$ cat config.mk
export PLATFORM = sky130hd
export DESIGN_NAME = mc_ctrl_unit
export DESIGN_NICKNAME = d
export VERILOG_FILES = /design/src/rtl/mc_ctrl_pkg.sv /design/src/rtl/mc_alu_dec.sv /design/src/rtl/mc_ctrl_unit.sv
export SDC_FILE = /design/constraint.sdc
export NUM_CORES = 1
export LEC_CHECK = 0
export BUFFER_PORTS_ARGS = -buffer_cell sky130_fd_sc_hd__buf_4
export CAP_MARGIN = 0
export CORE_UTILIZATION = 45
export CTS_CLUSTER_SIZE = 20
export DETAILED_ROUTE_END_ITERATION = 10
export PLACE_DENSITY = 0.85
export SYNTH_ARGS = -nofsm -noshare
export SYNTH_HDL_FRONTEND = slang
export SYNTH_HIERARCHICAL = 1
export SYNTH_SLANG_ARGS = --single-unit
$ cat constraint.sdc
create_clock -name clk -period 3.08 [get_ports clk]
set_input_delay 0 -clock clk [delete_from_list [all_inputs] [get_ports clk]]
set_output_delay 0 -clock clk [all_outputs]
set_load 0.01 [all_outputs]
$ cat src/rtl/mc_ctrl_pkg.sv
// mc_ctrl_pkg: shared types and constants for the multicycle MIPS control unit.
// Holds the FSM state encoding, the opcode and funct constants, the aluop and
// alucontrol codes, and the mux-select encodings driven toward the datapath.
package mc_ctrl_pkg;

  // FSM states; TRAP is terminal and is left only through reset.
  typedef enum logic [4:0] {
    S_FETCH   = 5'd0,
    S_DECODE  = 5'd1,
    S_MEMADR  = 5'd2,
    S_MEMRD   = 5'd3,
    S_MEMWB   = 5'd4,
    S_MEMWR   = 5'd5,
    S_RTYPEEX = 5'd6,
    S_RTYPEWB = 5'd7,
    S_BEQEX   = 5'd8,
    S_BNEEX   = 5'd9,
    S_IMMEX   = 5'd10,
    S_IMMWB   = 5'd11,
    S_JEX     = 5'd12,
    S_JALEX   = 5'd13,
    S_TRAP    = 5'd14
  } state_t;

  // ALU decode selector produced by the main FSM.
  typedef enum logic [1:0] {
    ALUOP_ADD   = 2'b00,
    ALUOP_SUB   = 2'b01,
    ALUOP_FUNCT = 2'b10,
    ALUOP_IMM   = 2'b11
  } aluop_t;

  // Opcodes (instr[31:26]).
  localparam logic [5:0] OP_RTYPE = 6'b000000;
  localparam logic [5:0] OP_J     = 6'b000010;
  localparam logic [5:0] OP_JAL   = 6'b000011;
  localparam logic [5:0] OP_BEQ   = 6'b000100;
  localparam logic [5:0] OP_BNE   = 6'b000101;
  localparam logic [5:0] OP_ADDI  = 6'b001000;
  localparam logic [5:0] OP_SLTI  = 6'b001010;
  localparam logic [5:0] OP_ANDI  = 6'b001100;
  localparam logic [5:0] OP_ORI   = 6'b001101;
  localparam logic [5:0] OP_LW    = 6'b100011;
  localparam logic [5:0] OP_SW    = 6'b101011;

  // R-type funct codes (instr[5:0]).
  localparam logic [5:0] FN_ADD = 6'b100000;
  localparam logic [5:0] FN_SUB = 6'b100010;
  localparam logic [5:0] FN_AND = 6'b100100;
  localparam logic [5:0] FN_OR  = 6'b100101;
  localparam logic [5:0] FN_SLT = 6'b101010;

  // alucontrol codes.
  localparam logic [2:0] ALU_ADD = 3'b010;
  localparam logic [2:0] ALU_SUB = 3'b110;
  localparam logic [2:0] ALU_AND = 3'b000;
  localparam logic [2:0] ALU_OR  = 3'b001;
  localparam logic [2:0] ALU_SLT = 3'b111;

  // Datapath mux selects.
  localparam logic [1:0] REGDST_RT     = 2'b00;
  localparam logic [1:0] REGDST_RD     = 2'b01;
  localparam logic [1:0] REGDST_R31    = 2'b10;
  localparam logic [1:0] WDSRC_ALUOUT  = 2'b00;
  localparam logic [1:0] WDSRC_DATA    = 2'b01;
  localparam logic [1:0] WDSRC_PC      = 2'b10;
  localparam logic [1:0] SRCB_B        = 2'b00;
  localparam logic [1:0] SRCB_FOUR     = 2'b01;
  localparam logic [1:0] SRCB_IMM      = 2'b10;
  localparam logic [1:0] SRCB_IMMSH    = 2'b11;
  localparam logic [1:0] PCSRC_ALU     = 2'b00;
  localparam logic [1:0] PCSRC_ALUOUT  = 2'b01;
  localparam logic [1:0] PCSRC_JUMP    = 2'b10;

  // Trap causes.
  localparam logic [1:0] CAUSE_NONE    = 2'b00;
  localparam logic [1:0] CAUSE_ILLEGAL = 2'b01;
  localparam logic [1:0] CAUSE_TIMEOUT = 2'b10;

  // States that wait on mem_ready and therefore run the wait counter.
  function automatic logic is_mem_state(input state_t s);
    return (s == S_FETCH) || (s == S_MEMRD) || (s == S_MEMWR);
  endfunction

endpackage

$ cat src/rtl/mc_alu_dec.sv
// mc_alu_dec: combinational ALU decoder.
// Ports:
//   aluop         in  2  selector from the main FSM (add/sub/funct/imm)
//   op            in  6  opcode, used for immediate-class instructions
//   funct         in  6  R-type funct field
//   alucontrol    out 3  ALU operation code
//   funct_illegal out 1  funct not recognised (only meaningful for aluop=funct)
module mc_alu_dec
  import mc_ctrl_pkg::*;
(
  input  aluop_t     aluop,
  input  logic [5:0] op,
  input  logic [5:0] funct,
  output logic [2:0] alucontrol,
  output logic       funct_illegal
);

  // Map aluop/op/funct onto the ALU operation.
  always_comb begin
    alucontrol    = ALU_ADD;
    funct_illegal = 1'b0;
    case (aluop)
      ALUOP_ADD: alucontrol = ALU_ADD;
      ALUOP_SUB: alucontrol = ALU_SUB;
      ALUOP_FUNCT: begin
        case (funct)
          FN_ADD:  alucontrol = ALU_ADD;
          FN_SUB:  alucontrol = ALU_SUB;
          FN_AND:  alucontrol = ALU_AND;
          FN_OR:   alucontrol = ALU_OR;
          FN_SLT:  alucontrol = ALU_SLT;
          default: funct_illegal = 1'b1;
        endcase
      end
      ALUOP_IMM: begin
        case (op)
          OP_ADDI: alucontrol = ALU_ADD;
          OP_ANDI: alucontrol = ALU_AND;
          OP_ORI:  alucontrol = ALU_OR;
          OP_SLTI: alucontrol = ALU_SLT;
          default: alucontrol = ALU_ADD;
        endcase
      end
      default: alucontrol = ALU_ADD;
    endcase
  end

endmodule

$ cat src/rtl/mc_ctrl_unit.sv
// mc_ctrl_unit: multicycle MIPS control unit (Moore FSM + ALU decode).
// Sits between the instruction register and the multicycle datapath.
// Memory states (FETCH, MEMRD, MEMWR) wait on mem_ready; a wait counter traps
// the machine when WAIT_MAX consecutive not-ready cycles elapse (0 disables).
// Illegal opcode/funct and bus timeout enter a sticky TRAP left only by reset.
// Optional feature macro: MC_CTRL_PERF_EN adds saturating cycle/instruction
// counters; when undefined the counter ports read 0 and no flops exist.
// Ports:
//   clk, reset_n          clock (rising edge), async active-low reset
//   op, funct             instr[31:26], instr[5:0]
//   zero                  ALU zero flag (branch resolution)
//   mem_ready             memory completes the current access this cycle
//   memreq, memwrite      memory request / write strobe
//   pcen, irwrite, regwrite  PC, IR and register-file load enables
//   alusrca, iord, immext, regdst, wdsrc, alusrcb, pcsrc  datapath selects
//   alucontrol            ALU operation
//   trap, trap_cause      sticky trap flag and cause (01 illegal, 10 timeout)
//   cycle_cnt, instr_cnt  performance counters (MC_CTRL_PERF_EN only)
module mc_ctrl_unit
  import mc_ctrl_pkg::*;
#(
  parameter int unsigned WAIT_MAX = 16,
  parameter int unsigned WAIT_W   = 5,
  parameter int unsigned CNT_W    = 32
) (
  input  logic             clk,
  input  logic             reset_n,
  input  logic [5:0]       op,
  input  logic [5:0]       funct,
  input  logic             zero,
  input  logic             mem_ready,
  output logic             memreq,
  output logic             memwrite,
  output logic             pcen,
  output logic             irwrite,
  output logic             regwrite,
  output logic             alusrca,
  output logic             iord,
  output logic             immext,
  output logic [1:0]       regdst,
  output logic [1:0]       wdsrc,
  output logic [1:0]       alusrcb,
  output logic [1:0]       pcsrc,
  output logic [2:0]       alucontrol,
  output logic             trap,
  output logic [1:0]       trap_cause,
  output logic [CNT_W-1:0] cycle_cnt,
  output logic [CNT_W-1:0] instr_cnt
);

  // Counter value seen during the last not-ready cycle before a timeout.
  localparam logic [WAIT_W-1:0] WAIT_LAST = WAIT_W'(WAIT_MAX - 32'd1);
  localparam logic              TIMEOUT_EN = (WAIT_MAX != 32'd0);

  state_t            state_r;
  state_t            next_s;
  logic [WAIT_W-1:0] wait_cnt_r;
  logic [1:0]        trap_cause_r;
  aluop_t            aluop_s;
  logic              funct_illegal_s;
  logic              mem_state_s;
  logic              timeout_s;

  logic memreq_s, memwrite_s, pcen_s, irwrite_s, regwrite_s;

  assign mem_state_s = is_mem_state(state_r);
  // Timeout fires on the not-ready cycle that would push the count to WAIT_MAX.
  assign timeout_s   = TIMEOUT_EN && mem_state_s && !mem_ready && (wait_cnt_r == WAIT_LAST);

  mc_alu_dec u_alu_dec (
    .aluop         (aluop_s),
    .op            (op),
    .funct         (funct),
    .alucontrol    (alucontrol),
    .funct_illegal (funct_illegal_s)
  );

  // Next-state decode.
  always_comb begin
    next_s = state_r;
    case (state_r)
      S_FETCH: begin
        if (timeout_s)      next_s = S_TRAP;
        else if (mem_ready) next_s = S_DECODE;
        else                next_s = S_FETCH;
      end
      S_DECODE: begin
        case (op)
          OP_LW, OP_SW:                     next_s = S_MEMADR;
          OP_RTYPE:                         next_s = S_RTYPEEX;
          OP_BEQ:                           next_s = S_BEQEX;
          OP_BNE:                           next_s = S_BNEEX;
          OP_ADDI, OP_ANDI, OP_ORI, OP_SLTI: next_s = S_IMMEX;
          OP_J:                             next_s = S_JEX;
          OP_JAL:                           next_s = S_JALEX;
          default:                          next_s = S_TRAP;
        endcase
      end
      S_MEMADR: begin
        if (op == OP_LW)      next_s = S_MEMRD;
        else if (op == OP_SW) next_s = S_MEMWR;
        else                  next_s = S_TRAP;
      end
      S_MEMRD: begin
        if (timeout_s)      next_s = S_TRAP;
        else if (mem_ready) next_s = S_MEMWB;
        else                next_s = S_MEMRD;
      end
      S_MEMWR: begin
        if (timeout_s)      next_s = S_TRAP;
        else if (mem_ready) next_s = S_FETCH;
        else                next_s = S_MEMWR;
      end
      S_MEMWB:   next_s = S_FETCH;
      S_RTYPEEX: begin
        if (funct_illegal_s) next_s = S_TRAP;
        else                 next_s = S_RTYPEWB;
      end
      S_RTYPEWB: next_s = S_FETCH;
      S_BEQEX:   next_s = S_FETCH;
      S_BNEEX:   next_s = S_FETCH;
      S_IMMEX:   next_s = S_IMMWB;
      S_IMMWB:   next_s = S_FETCH;
      S_JEX:     next_s = S_FETCH;
      S_JALEX:   next_s = S_FETCH;
      S_TRAP:    next_s = S_TRAP;
      default:   next_s = S_TRAP;
    endcase
  end

  // State register, wait counter and trap cause.
  always_ff @(posedge clk or negedge reset_n) begin
    if (!reset_n) begin
      state_r      <= S_FETCH;
      wait_cnt_r   <= {WAIT_W{1'b0}};
      trap_cause_r <= CAUSE_NONE;
    end else begin
      state_r <= next_s;
      // Non-memory states hold the counter at 0, so entry always starts clean.
      if (mem_state_s && !mem_ready) begin
        if (wait_cnt_r != {WAIT_W{1'b1}}) wait_cnt_r <= wait_cnt_r + WAIT_W'(1);
        else                              wait_cnt_r <= wait_cnt_r;
      end else begin
        wait_cnt_r <= {WAIT_W{1'b0}};
      end
      if ((next_s == S_TRAP) && (state_r != S_TRAP)) begin
        trap_cause_r <= timeout_s ? CAUSE_TIMEOUT : CAUSE_ILLEGAL;
      end else begin
        trap_cause_r <= trap_cause_r;
      end
    end
  end

  // Output decode from the current state; a few strobes are qualified by inputs.
  always_comb begin
    memreq_s   = 1'b0;
    memwrite_s = 1'b0;
    pcen_s     = 1'b0;
    irwrite_s  = 1'b0;
    regwrite_s = 1'b0;
    alusrca    = 1'b0;
    iord       = 1'b0;
    immext     = 1'b0;
    regdst     = REGDST_RT;
    wdsrc      = WDSRC_ALUOUT;
    alusrcb    = SRCB_B;
    pcsrc      = PCSRC_ALU;
    aluop_s    = ALUOP_ADD;
    case (state_r)
      S_FETCH: begin
        memreq_s  = !timeout_s;
        pcen_s    = mem_ready;
        irwrite_s = mem_ready;
        alusrcb   = SRCB_FOUR;
      end
      S_DECODE: alusrcb = SRCB_IMMSH;
      S_MEMADR: begin
        alusrca = 1'b1;
        alusrcb = SRCB_IMM;
      end
      S_MEMRD: begin
        memreq_s = !timeout_s;
        iord     = 1'b1;
      end
      S_MEMWR: begin
        memreq_s   = !timeout_s;
        memwrite_s = !timeout_s;
        iord       = 1'b1;
      end
      S_MEMWB: begin
        regwrite_s = 1'b1;
        regdst     = REGDST_RT;
        wdsrc      = WDSRC_DATA;
      end
      S_RTYPEEX: begin
        alusrca = 1'b1;
        alusrcb = SRCB_B;
        aluop_s = ALUOP_FUNCT;
      end
      S_RTYPEWB: begin
        regwrite_s = 1'b1;
        regdst     = REGDST_RD;
        wdsrc      = WDSRC_ALUOUT;
      end
      S_BEQEX, S_BNEEX: begin
        alusrca = 1'b1;
        alusrcb = SRCB_B;
        aluop_s = ALUOP_SUB;
        pcsrc   = PCSRC_ALUOUT;
        pcen_s  = (state_r == S_BEQEX) ? zero : !zero;
      end
      S_IMMEX: begin
        alusrca = 1'b1;
        alusrcb = SRCB_IMM;
        aluop_s = ALUOP_IMM;
        immext  = (op == OP_ANDI) || (op == OP_ORI);
      end
      S_IMMWB: begin
        regwrite_s = 1'b1;
        regdst     = REGDST_RT;
        wdsrc      = WDSRC_ALUOUT;
      end
      S_JEX: begin
        pcsrc  = PCSRC_JUMP;
        pcen_s = 1'b1;
      end
      S_JALEX: begin
        pcsrc      = PCSRC_JUMP;
        pcen_s     = 1'b1;
        regwrite_s = 1'b1;
        regdst     = REGDST_R31;
        wdsrc      = WDSRC_PC;
      end
      S_TRAP:  aluop_s = ALUOP_ADD;
      default: aluop_s = ALUOP_ADD;
    endcase
  end

  // Strobes drop immediately while reset is asserted, independent of state.
  assign memreq     = memreq_s   & reset_n;
  assign memwrite   = memwrite_s & reset_n;
  assign pcen       = pcen_s     & reset_n;
  assign irwrite    = irwrite_s  & reset_n;
  assign regwrite   = regwrite_s & reset_n;
  assign trap       = (state_r == S_TRAP);
  assign trap_cause = trap_cause_r;

`ifdef MC_CTRL_PERF_EN
  logic [CNT_W-1:0] cycle_cnt_r;
  logic [CNT_W-1:0] instr_cnt_r;

  // Saturating performance counters, frozen once the FSM has trapped.
  always_ff @(posedge clk or negedge reset_n) begin
    if (!reset_n) begin
      cycle_cnt_r <= {CNT_W{1'b0}};
      instr_cnt_r <= {CNT_W{1'b0}};
    end else if (state_r != S_TRAP) begin
      if (cycle_cnt_r != {CNT_W{1'b1}}) cycle_cnt_r <= cycle_cnt_r + CNT_W'(1);
      else                              cycle_cnt_r <= cycle_cnt_r;
      if ((state_r == S_FETCH) && mem_ready && (instr_cnt_r != {CNT_W{1'b1}}))
        instr_cnt_r <= instr_cnt_r + CNT_W'(1);
      else
        instr_cnt_r <= instr_cnt_r;
    end else begin
      cycle_cnt_r <= cycle_cnt_r;
      instr_cnt_r <= instr_cnt_r;
    end
  end

  assign cycle_cnt = cycle_cnt_r;
  assign instr_cnt = instr_cnt_r;
`else
  assign cycle_cnt = {CNT_W{1'b0}};
  assign instr_cnt = {CNT_W{1'b0}};
`endif

endmodule

# [Word-level counts from Yosys, hierarchy flattened]
# Cells that the tools add are included.
[classes] add_sub_neg=1 n_eq_ne=37 n_mux=33 bitwise=5 reduce_logical=23
[op_table] cell="$eq 5x4->1 const B" n=9
[op_table] cell="$eq 6x6->1 const B" n=7
[op_table] cell="$pmux 5 s8" n=1
[op_table] cell="$pmux 4 s7" n=1
[op_table] cell="$eq 6x4->1 const B" n=4
[op_table] cell="$mux 4" n=6
[op_table] cell="$pmux 3 s4" n=2
[op_table] cell="$eq 5x3->1 const B" n=4
[op_table] cell="$eq 6x2->1 const B" n=2
[op_table] cell="$eq 6x3->1 const B" n=2
[op_table] cell="$pmux 2 s2" n=3
[op_table] cell="$pmux 2 s3" n=2
[op_table] cell="$mux 1" n=11
[op_table] cell="$eq 5x2->1 const B" n=2
[op_table] cell="$mux 5" n=2
[op_table] cell="$reduce_or 2->1" n=5
[op_table] cell="$reduce_or 5->1" n=2
[op_table] cell="$pmux 3 s3" n=1
[op_table] cell="$reduce_or 4->1" n=2
[op_table] cell="$reduce_or 7->1" n=1
[op_table] cell="$logic_not 6->1" n=1
[op_table] cell="$mux 3" n=2
[op_table] cell="$add 5x1->5 const B" n=1
[op_table] cell="$and 1x1->1" n=5
[op_table] cell="other kinds (14)" n=21
[totals] ff_bits=12 inputBits=16 out_inout_bits=86 word_cells=102

# [Logic depth before layout (Yosys ltp)]
# Gate-level depths: netlist (run 1).
[depth] ltp_word=9 mapped_depth=12 depth_no_buf=11

# [Hierarchy]
# Netlist (run 1), hierarchy kept.
[modules_own_cells] mod="mc_ctrl_unit" n_inst=1 cells_per_inst=199 area_each_um2=1542.7 seq_area_each_um2=275.3
[modules_own_cells] mod="mc_alu_dec" n_inst=1 cells_per_inst=21 area_each_um2=187.7 seq_area_each_um2=0.0

# [Worst setup path before layout (run 1)]
# OpenSTA, ideal clock, no wires.
[synth_path] path_type="register to register" startpoint="reg state_r[3]" endpoint="reg trap_cause_r[1] (netlist: trap_cause[1])" setup_ps=118 arrival_time_ps=2405 required_ps=2962 slack_ps=557 path_stages_with_launch=13 n_path_buf=2 synth_period_minus_slack_ps=2523 path_cell_list="dfrtp_1 > buf_2 > clkbuf_1 > nand2_1 > and2_1 > nor2_1 > nor3b_2 > nor4bb_1 > a31oi_1 > a21oi_1 > nor4_1 > o211ai_1 > a21o_1"
[synth_between] elab_chain_len=9 word_cells_on_any_way=32 cone_classes="eq/ne: 16; mux: 8; reduce/logical: 8"
[synth_lines] item="start: declaration" line="mc_ctrl_unit.sv:55" text="state_t state_r;"
[synth_lines] item="start signal: assignment" line="mc_ctrl_unit.sv:138" text="state_r <= next_s;"
[synth_lines] item="$eq 5x4->1" line="mc_ctrl_unit.sv:169" text="case (state_r)"
[synth_lines] item="$reduce_or 2->1"
[synth_lines] item="$pmux 2 s3 (*)" line="mc_ctrl_unit.sv:169"
[synth_lines] item="via aluop_s[1]" line="mc_ctrl_unit.sv:59" text="aluop_t aluop_s;"
[synth_lines] item="$eq 2x2->1 (*)" line="mc_alu_dec.sv:22" text="case (aluop)"
[synth_lines] item="$mux 1 (*)" line="mc_alu_dec.sv:22"
[synth_lines] item="via funct_illegal_s" line="mc_ctrl_unit.sv:60" text="logic funct_illegal_s;"
[synth_lines] item="$mux 4 (*)" line="mc_ctrl_unit.sv:116" text="if (funct_illegal_s) next_s = S_TRAP;"
[synth_lines] item="$pmux 5 s8 (*)" line="mc_ctrl_unit.sv:81" text="case (state_r)"
[synth_lines] item="$eq 5x4->1 (*)" line="mc_ctrl_unit.sv:146" text="if ((next_s == S_TRAP) && (state_r != S_TRAP)) begin"
[synth_lines] item="$logic_and 1x1->1 (*)" line="mc_ctrl_unit.sv:146"
[synth_lines] item="end signal: assignment" line="mc_ctrl_unit.sv:147" text="trap_cause_r <= timeout_s ? CAUSE_TIMEOUT : CAUSE_ILLEGAL;"
[synth_lines] item="end signal: assignment" line="mc_ctrl_unit.sv:149" text="trap_cause_r <= trap_cause_r;"
[synth_lines] item="end: declaration" line="mc_ctrl_unit.sv:58" text="logic [1:0] trap_cause_r;"
# Mark *: on every way through the listed nets, which the timed path passes. The rest lies on a longest branch.
# A chain may end at the register's enable or synchronous reset.

# [Worst setup path in the final report (run 1)]
[layout_path] startpoint="reg state_r[2]" endpoint="reg trap_cause_r[1] (netlist: trap_cause[1])"
# The elaborated chain is that of the path after synthesis.

==> flow_metrics.py, run 1 <==
metrics = {
    "detailed_routing": {
        "drt-initial-drc-count": 108,
        "drt_pre_antenna_iters": 4,
        "finalWirelength_um": 3349,
        "drt.antenna.violating_nets": 0,
        "wl_per_cell_um": 10.98,
        "drc": 0,
        "via_count": 1459,
        "via_per_inst": 4.784,
    },
    "timing": {
        "rsz0062_at_grt": "false",
        "period_needed_ns": 2.521,
        "setup_ws_ns": 0.5585,
        "finalCritPeriodShare_pct": 81.87,
        "hold_viol": 0,
        "fin_skew_ns": 0.001055,
        "fin_tns_setup_ns": 0,
        "setup_violations": 0,
        "finalMaxSlewViolations": 0,
        "hold_ws_ns": 0.1423,
        "max_freq_ghz": 0.3966,
    },
    "power_and_ir_drop": {
        "ir_drop_uv": 224.7,
        "powerDensity_mw_per_mm2": 617.0,
        "p_sw_mw": 0.5484,
        "swShare_pct": 47.61,
        "finalPower_mw": 1.152,
        "power.internal_mw": 0.6035,
        "pwr-share-comb_pct": 67.2,
        "power_frac_seq_pct": 19.8,
        "clock_power_share_pct": 13.0,
        "power.leakage_nw": 0.9437,
    },
    "layout": {
        "layoutNonFillerInstCount": 305,
        "n_antenna_cell": 0,
        "synthToLayoutAreaGrowth_pct": 7.881,
        "nets": 277,
        "nFillCells": 364,
        "fin_util_pct": 50.99,
        "layout-drive-gt1-share_pct": 21.79,
        "fin_area_mm2": 0.001867,
    },
    "worst_setup_path": {
        "worstPathMaxFanout": 10,
        "cp.required_ns": 3.22,
        "crit_type": "register to register",
        "r2r_cells": 11,
        "cpPeakStageDelay_ns": 0.48,
        "cp-end-kind": "register",
        "path_depth": 11,
        "critPathLaunchType": "register",
        "worstPathCellList": "inv_1, nand2_1, and2_1, nor2_1, nor3b_2, nor4bb_1, a31oi_1, a21oi_1, nor4_1, o211ai_1, a21o_1",
        "path_buf_inv": 1,
        "crit_arrival_ns": 2.66,
        "cp_top_family": "simple AND/OR/NAND/NOR gates",
        "slowest_stage": "dfrtp_1",
    },
    "placed_design": {
        "dpl_cell_area_mm2": 0.001812,
        "portBuffers": 37,
        "pre_cts_ws_ns": 0.5856,
        "dp.cells": 300,
        "hpwl_um": 2557,
        "gp_congestion": 0.8929,
    },
    "clock_network": {
        "clkSlewWorstSetupHoldPaths_ns": 0.05,
        "cts_root_buf": "clkbuf_8",
        "cts_buffers": 3,
        "cts_tree": "built",
        "h-tree-depth": 1,
        "cts.sinks": 11,
        "clockBufferDepth": 2,
        "cts_setup_buffers": 0,
        "clk_latency_ns": 0.24,
    },
    "logic_synthesis": {
        "synthTopCellsByArea": "buf_4 28%, dfrtp_1 16%, nor2_1 4.6%, a21oi_1 3.2%, nor4b_4 2.7%",
        "yosysWarningCount": 6,
        "synth_top_flop_cell": "dfrtp_1",
        "syn_area_mm2": 0.001730,
        "async_flop_share_pct": 100.0,
        "synth_cell_types": 53,
        "yosys.area.top_type": "buf_4",
        "seq_area_frac_synth_pct": 15.91,
        "synth_edf_count": 0,
        "synthCells": 220,
        "synth_seq_cells": 11,
        "synth.avg_cell_area_um2": 7.866,
        "yosysTopAreaCellShare_pct": 27.77,
    },
    "global_route": {
        "grt_pass1_vias": 1168,
        "overflow": 0,
        "grt_max_degree": 19,
        "grt_usage_pct": 16.49,
        "antenna_found_initial": 0,
        "grt_pass1_wl_um": 5292,
    },
    "die": {
        "start_util_pct": 47.27,
        "die_area_mm2": 0.004097,
        "dieWidth_um": 64.01,
        "core-area_mm2": 0.003661,
        "rows": 22,
        "die_y_um": 64.01,
        "ios": 102,
    },
    "job": {
        "cap_violations": 0,
    },
    "hold_path": {
        "holdCritPathClass": "input pin to asynchronous set/reset pin",
    },
    "outcome": {
        "status": "finished clean",
    },
}
==> routing by layer <==
metal / wire length, µm / GRT usage (%)
met4: 40 / 5.966
met5: 0 / 0
met3: 273 / 3.750
met2: 1607 / 27.79
met1: 1427 / 20.35
==> state kept, by name, indices dropped and copies added, names as in the netlist <==
name and cells:
wait_cnt_r 5, state_r 4, trap_cause 2
==> final timing paths <==
path                       slack, ns       endpoint     startpoint
max                             0.56  trap_cause[1]     state_r[2]
min                             0.14     state_r[0]        reset_n
max reg2reg                     0.56  trap_cause[1]     state_r[2]
min reg2reg                     0.50  trap_cause[1]  trap_cause[1]
max in group asynchronous       2.76     state_r[2]        reset_n
min in group clk                0.15  trap_cause[0]      mem_ready
==> cell usage after synthesis (all sizes together) (2+ instances only) <==
cell	count
buf	69
nor2	21
a21oi	11
dfrtp	11
nand2	11
inv	6
nand2b	5
nor2b	5
nor3b	5
o21ai	5
nor3	4
nor4	4
nor4b	4
xor2	4
and3b	3
clkbuf	3
ha	3
nand3	3
o211ai	3
o21a	3
or3	3
a22oi	2
a31oi	2
and3	2
and4bb	2
mux2i	2
nor4bb	2
or4b	2
xnor2	2
==> layout by cell type (no fill, tap or decap), drive strengths merged, types with 2 or more instances in the layout <==
| cell | count |
|---|---|
| nand2b | 5 |
| clkbuf | 4 |
| nor3b | 5 |
| nor4 | 4 |
| o21a | 3 |
| nand3 | 3 |
| and4bb | 2 |
| ha | 3 |
| or3 | 3 |
| a21oi | 11 |
| conb | 64 |
| a31oi | 2 |
| nor2 | 21 |
| nor4bb | 2 |
| nor4b | 4 |
| or4b | 2 |
| xor2 | 4 |
| xnor2 | 2 |
| o21ai | 5 |
| dfrtp | 11 |
| nand2 | 11 |
| nor2b | 5 |
| o211ai | 3 |
| mux2i | 2 |
| and3 | 2 |
| buf | 41 |
| inv | 6 |
| and3b | 3 |
| nor3 | 4 |
| a22oi | 2 |
==> power groups by stage <==
stage | Clock (mW) | Combinational, mW | Sequential, mW
floorplan | 0 | 0.623 | 0.206
global placement | 0 | 0.746 | 0.224
detailed placement | 0 | 0.763 | 0.228
CTS | 0.153 | 0.772 | 0.226
global route | 0.160 | 0.853 | 0.233
finish | 0.149 | 0.774 | 0.228
==> repair_timing <==
action	in CTS	in global routing
resized for setup	0	0
hold buffers	1	0
endpoints found under the hold margin	11	0
==> cell families (layout without fill, tap and decap cells) <==
logic type	count (synthesis)	in the layout	synth area share, %
xor+xnor	6	6	3.037
simple gates	81	81	30.30
compound gates	36	36	14.17
other cells	1	64	0.2167
buf+inv	78	52	31.53
flops	11	11	15.91
fa+ha+maj	4	4	2.820
mux	3	3	2.024
==> layout make-up <==
cell class	count	area, µm²	area share, %
Clock buffer	4	45.04	2.413
Inverter	6	22.52	1.206
Multi-Input combinational cell	194	1146	61.39
Sequential cell	11	275.3	14.75
Tap cell	48	60.06	3.217
Timing Repair Buffer	42	317.8	17.02
No activity file was read; power rests on OpenSTA's default activity.
==> run 2, diff against run 1 <==
--- a/config.mk
+++ b/config.mk
@@ -7,10 +7,10 @@
 export LEC_CHECK = 0
 export BUFFER_PORTS_ARGS = -buffer_cell sky130_fd_sc_hd__buf_4
 export CAP_MARGIN = 0
-export CORE_UTILIZATION = 45
+export CORE_UTILIZATION = 40
 export CTS_CLUSTER_SIZE = 20
 export DETAILED_ROUTE_END_ITERATION = 10
-export PLACE_DENSITY = 0.85
+export PLACE_DENSITY = 0.8
 export SYNTH_ARGS = -nofsm -noshare
 export SYNTH_HDL_FRONTEND = slang
 export SYNTH_HIERARCHICAL = 1
==> constraint.sdc (replaced) <==
create_clock -name clk -period 2.24 [get_ports clk]
set_input_delay 0 -clock clk [delete_from_list [all_inputs] [get_ports clk]]
set_output_delay 0 -clock clk [all_outputs]
set_load 0.01 [all_outputs]
==> run 2 against run 1 <==
Effect of this change: clock skew up 0.0055 ns; sequential share of layout area down 1.2 points; power up 61%; setup slack worse by 0.53 ns; critical path depth down 2; final cell count up 5.2%; global-route usage down 1.6 points; via count up 2.7%; routed wire length up 7.6%; clock power up 38%; combinational power up 73%; first-iteration DRC count down 46%; largest cell class unchanged.
==> flow_metrics.py, run 2 (synthesized netlist as in run 1, its figures left out) <==
metrics = {
    "layout": {
        "layoutNonFillerInstCount": 321,
        "final_cell_mix": "64 x conb_1, 51 x buf_4, 20 x nor2_1",
        "fin_util_pct": 50.15,
        "n_antenna_cell": 0,
        "top_register": "wait_cnt_r",
        "nets": 291,
        "synthToLayoutAreaGrowth_pct": 18.44,
        "layout-drive-gt1-share_pct": 28.78,
        "nFillCells": 404,
        "final_common_cell": "conb_1",
        "largest_reg_flops": 5,
    },
    "worst_setup_path": {
        "slowest_stage": "dfrtp_2",
        "r2r_end": "trap_cause[1]",
        "cp_top_family": "buffers and inverters",
        "startpoint": "state_r[2]",
        "r2r_cells": 8,
        "crit_arrival_ns": 2.21,
        "r2r_start": "state_r[2]",
        "r2r_slack_ns": 0.07,
        "worstPathMaxFanout": 8,
        "cp.required_ns": 2.24,
        "critPathLaunchType": "register",
        "path_depth": 9,
        "path_buf_inv": 5,
        "cpPeakStageDelay_ns": 0.43,
        "crit_type": "register to output pin",
        "cp-end-kind": "output pin",
        "crit_path_end": "memwrite",
        "worstPathCellList": "buf_6, buf_12, buf_12, xor2_1, o21a_1, nor4b_4, buf_4, nor4b_1, buf_4",
    },
    "clock_network": {
        "cts.sinks": 11,
        "cts_buffers": 3,
        "h-tree-depth": 1,
        "clockBufferDepth": 2,
        "clkSlewWorstSetupHoldPaths_ns": 0.05,
        "cts_tree": "built",
        "cts_root_buf": "clkbuf_8",
        "clk_latency_ns": 0.25,
    },
    "power_and_ir_drop": {
        "ir_drop_uv": 601.0,
        "powerDensity_mw_per_mm2": 904.4,
        "finalPower_mw": 1.854,
        "power.leakage_nw": 1.030,
    },
    "die": {
        "start_util_pct": 42.35,
        "die_area_mm2": 0.004593,
        "rows": 23,
        "dieWidth_um": 67.77,
        "ios": 102,
        "core-area_mm2": 0.004086,
        "die_y_um": 67.77,
    },
    "global_route": {
        "grt_use_met1_pct": 18.47,
        "grt_pass1_wl_um": 5285,
        "grt_usage_pct": 14.85,
        "overflow": 0,
        "use_met2_pct": 25.62,
        "grt_max_degree": 21,
        "grt.busiest_layer": "met2",
        "grt_pass1_vias": 1226,
        "antenna_found_initial": 0,
        "gr-usage-met3_pct": 3.885,
    },
    "placed_design": {
        "gp_congestion": 0.7976,
        "dp.cells": 308,
        "hpwl_um": 2544,
        "portBuffers": 37,
    },
    "detailed_routing": {
        "via_per_inst": 4.667,
        "wl_per_cell_um": 11.22,
        "drt-initial-drc-count": 58,
        "finalWirelength_um": 3602,
        "drt_pre_antenna_iters": 4,
        "via_count": 1498,
        "drt.antenna.violating_nets": 0,
        "drc": 0,
    },
    "hold_path": {
        "holdCritPathClass": "input pin to asynchronous set/reset pin",
    },
    "timing": {
        "fin_tns_setup_ns": 0,
        "finalMaxSlewViolations": 0,
        "hold_viol": 0,
        "rsz0062_at_grt": "true",
        "period_needed_ns": 2.209,
        "fin_skew_ns": 0.006577,
        "setup_violations": 0,
        "max_freq_ghz": 0.4527,
        "finalCritPeriodShare_pct": 98.62,
    },
    "outcome": {
        "status": "finished clean",
    },
    "job": {
        "cap_violations": 0,
    },
}
[run 2: cell types whose count changed in the layout (fill, tap and decap cells not counted), moves of 2 or more]
cell	delta
dfrtp_2	+2
dfrtp_1	-2
buf_12	+3
buf_4	+10
[run 2: layer usage]
layer / vias up / routed length (µm)
li1: 740 / -
met5: - / 0
met3: 4 / 252
met4: 0 / 16
met2: 68 / 1800
met1: 686 / 1532
[run 2: layout make-up]
cell class	count	area [µm²]	share of cell area, %
sequential	11	277.8	13.55
clock buffer	4	45.04	2.198
multi-input combinational	194	1177	57.45
tap	50	62.56	3.052
inverter	6	22.52	1.099
timing repair buffer	56	464.2	22.65
[run 2: per-stage QoR]
stage	instance area, µm²	worst slack (ns)	hold slack (ns)
3_5_place_dp	1862	-0.03513	-0.1390
5_1_grt	2049	-0.07764	0.1710
3_3_place_gp	1862	0.08736	-0.1410
4_1_cts	1923	0.07271	0.1342
2_1_floorplan	1988	0.001105	-0.2956
6_report	2049	0.03101	0.1344
[run 2: timing repair]
item,in CTS,in global routing
hold endpoints to repair,11,0
gates resized for setup,2,11
pin swaps,2,8
setup buffers,0,8
hold buffers,1,0
endpoints found under the setup margin,1,2
[run 2: where the power goes]
part           internal (mW)  switching [mW]  total (mW)
combinational          0.658           0.680        1.34
sequential             0.246          0.0631       0.309
clock                  0.125          0.0810       0.206
[run 2: how the worst min path moves through the flow]
stage                       start             to  depth (start not counted)
final                     reset_n  wait_cnt_r[2]                          2
after global routing      reset_n  wait_cnt_r[4]                          2
after CTS                 reset_n  wait_cnt_r[2]                          2
after detailed placement  reset_n  wait_cnt_r[1]                          1
after global placement    reset_n  wait_cnt_r[1]                          1
after floorplan           reset_n     state_r[0]                          0
[run 2: worst reg2reg max path, delay by kind of cell (launching register included)]
family	cells	cell delay [ns]
and+or+nand+nor	1	0.54
buffers and inverters	2	0.27
AOI/OAI and AO/OA	5	0.82
DFF	1	0.43
==> run 3, diff against run 2 <==
--- a/config.mk
+++ b/config.mk
@@ -7,10 +7,12 @@
 export LEC_CHECK = 0
 export BUFFER_PORTS_ARGS = -buffer_cell sky130_fd_sc_hd__buf_4
 export CAP_MARGIN = 0
+export CORE_MARGIN = 5
 export CORE_UTILIZATION = 40
 export CTS_CLUSTER_SIZE = 20
 export DETAILED_ROUTE_END_ITERATION = 10
 export PLACE_DENSITY = 0.8
+export RECOVER_POWER = 25
 export SYNTH_ARGS = -nofsm -noshare
 export SYNTH_HDL_FRONTEND = slang
 export SYNTH_HIERARCHICAL = 1
==> run 3 against run 2 <==
Effect of this change: register-to-register slack better by 0.06 ns; critical path depth up 2; via count up 0.13%; largest power group unchanged; global-route usage down 2.1 points; sequential cell count unchanged; first-iteration DRC count down 31%; worst hold slack better by 0.019 ns; clock power down 3%; sequential share of layout area up 0.59 points.
==> flow_metrics.py, run 3 (synthesized netlist as in run 1, its figures left out) <==
metrics = {
    "die": {
        "die_area_mm2": 0.005741,
        "start_util_pct": 40.58,
        "rows": 24,
        "dieWidth_um": 75.77,
        "ios": 102,
        "core-area_mm2": 0.004264,
        "die_y_um": 75.77,
    },
    "timing": {
        "period_needed_ns": 2.110,
        "setup_violations": 0,
        "hold_viol": 0,
        "finalCritPeriodShare_pct": 94.22,
        "finalMaxSlewViolations": 0,
        "fin_skew_ns": 0.005507,
        "fin_tns_setup_ns": 0,
        "hold_ws_ns": 0.1538,
        "worst_pin_slew_ns": 0.7681,
        "setup_ws_ns": 0.1295,
        "slew_headroom_pct": 48.80,
        "max_freq_ghz": 0.4738,
    },
    "job": {
        "cap_violations": 0,
    },
    "detailed_routing": {
        "via_per_inst": 4.717,
        "drt_pre_antenna_iters": 4,
        "drt-initial-drc-count": 40,
        "drc": 0,
        "via_count": 1500,
        "finalWirelength_um": 3965,
        "drt.antenna.violating_nets": 0,
        "wl_per_cell_um": 12.47,
    },
    "hold_path": {
        "hold_path_startpoint": "op[3]",
        "holdCritPathClass": "input pin to register",
    },
    "placed_design": {
        "portBuffers": 37,
        "hpwl_um": 3214,
        "dp.cells": 311,
        "pre_cts_ws_ns": 0.05006,
        "gp_congestion": 0.9100,
    },
    "layout": {
        "nets": 286,
        "largest_reg_flops": 5,
        "layout-drive-gt1-share_pct": 24.81,
        "multi_input_area_mm2": 0.001157,
        "nFillCells": 451,
        "synthToLayoutAreaGrowth_pct": 12.51,
        "fin_util_pct": 45.66,
        "top_register": "wait_cnt_r",
        "final_common_cell": "conb_1",
        "final_cell_mix": "64 x conb_1, 49 x buf_4, 20 x nor2_1",
        "n_antenna_cell": 0,
        "seq_area_um2": 275.3,
        "layoutNonFillerInstCount": 318,
    },
    "power_and_ir_drop": {
        "ir_drop_uv": 475.3,
        "power.leakage_nw": 0.9845,
        "powerDensity_mw_per_mm2": 874.5,
    },
    "global_route": {
        "antenna_found_initial": 0,
        "grt_max_degree": 17,
        "grt_pass1_vias": 1317,
        "grt_pass1_wl_um": 5768,
        "grt_usage_pct": 12.78,
        "overflow": 0,
    },
    "outcome": {
        "status": "finished clean",
    },
    "clock_network": {
        "cts.sinks": 11,
        "clk_latency_ns": 0.24,
        "cts_buffers": 3,
        "cts_root_buf": "clkbuf_8",
        "h-tree-depth": 1,
        "clkSlewWorstSetupHoldPaths_ns": 0.05,
        "clockBufferDepth": 2,
        "cts_tree": "built",
    },
    "worst_setup_path": {
        "r2r_slack_ns": 0.13,
        "critPathLaunchType": "register",
        "worstPathMaxFanout": 5,
        "crit_type": "register to register",
        "cp-end-kind": "register",
        "crit_arrival_ns": 2.24,
        "r2r_start": "state_r[2]",
        "cp.required_ns": 2.37,
        "startpoint": "state_r[2]",
    },
}
-- run 3: cell types whose count changed in the layout (fill, tap and decap cells not counted), moves of 2 or more --
cell,before,now
buf_12,3,0
buf_4,51,49
dfrtp_1,9,11
dfrtp_2,2,0
-- run 3: final cells by class --
| type | instances | area share, % |
|---|---|---|
| clock buffers | 4 | 2.314 |
| repair buffers | 51 | 19.60 |
| inverters | 6 | 1.157 |
| flip-flops and latches | 11 | 14.14 |
| well taps | 52 | 3.342 |
| multi-input cells | 194 | 59.45 |
-- run 3: per-layer routing --
layer	track usage, %	vias to the layer above	wire length (µm)
met3	2.243	5	403
met1	15.31	694	1518
met5	0	-	0
li1	-	731	-
met2	22.43	70	1990
met4	5.049	0	53
-- run 3: path summary, 6_finish.rpt --
kind,cells past startpoint,endpoint
setup / recovery,11,trap_cause[1]
hold / removal,4,state_r[1]
setup reg to reg,11,trap_cause[1]
hold reg to reg,1,trap_cause[1]
max in group asynchronous,2,state_r[0]
min in group asynchronous,2,wait_cnt_r[1]
-- run 3: report_power, final --
| group | leakage, nW | total, mW | switching, mW | internal, mW |
|---|---|---|---|---|
| clock network | 0.0228 | 0.200 | 0.0746 | 0.125 |
| logic | 0.819 | 1.20 | 0.652 | 0.544 |
| registers | 0.143 | 0.307 | 0.0642 | 0.243 |
| total | 0.984 | 1.70 | 0.791 | 0.912 |
-- run 3: through the flow --
step / total power [mW] / instance area (µm²)
final: 1.703 / 1947
after detailed placement: 1.466 / 1872
after global placement: 1.438 / 1872
after floorplan: 1.172 / 1988
after CTS: 1.677 / 1927
after global routing: 1.842 / 1947
-- run 3: timing repair --
| item | 4_1_cts | 5_1_grt |
|---|---|---|
| hold buffers | 1 | 0 |
| endpoints found under the setup margin | 0 | 2 |
| buffers inserted | 0 | 2 |
| hold endpoints to repair | 11 | 0 |
| resized for setup | 0 | 2 |
-- run 3: worst max-delay path: stages (launching register included) --
cell	delay (ns)
dfrtp_1	0.42
inv_1	0.11
nand2_2	0.09
and2_1	0.19
nor2_2	0.12
nor3b_4	0.20
a21oi_1	0.09
o21ai_0	0.14
a22oi_1	0.12
a31oi_1	0.17
o211ai_1	0.12
a21o_1	0.20
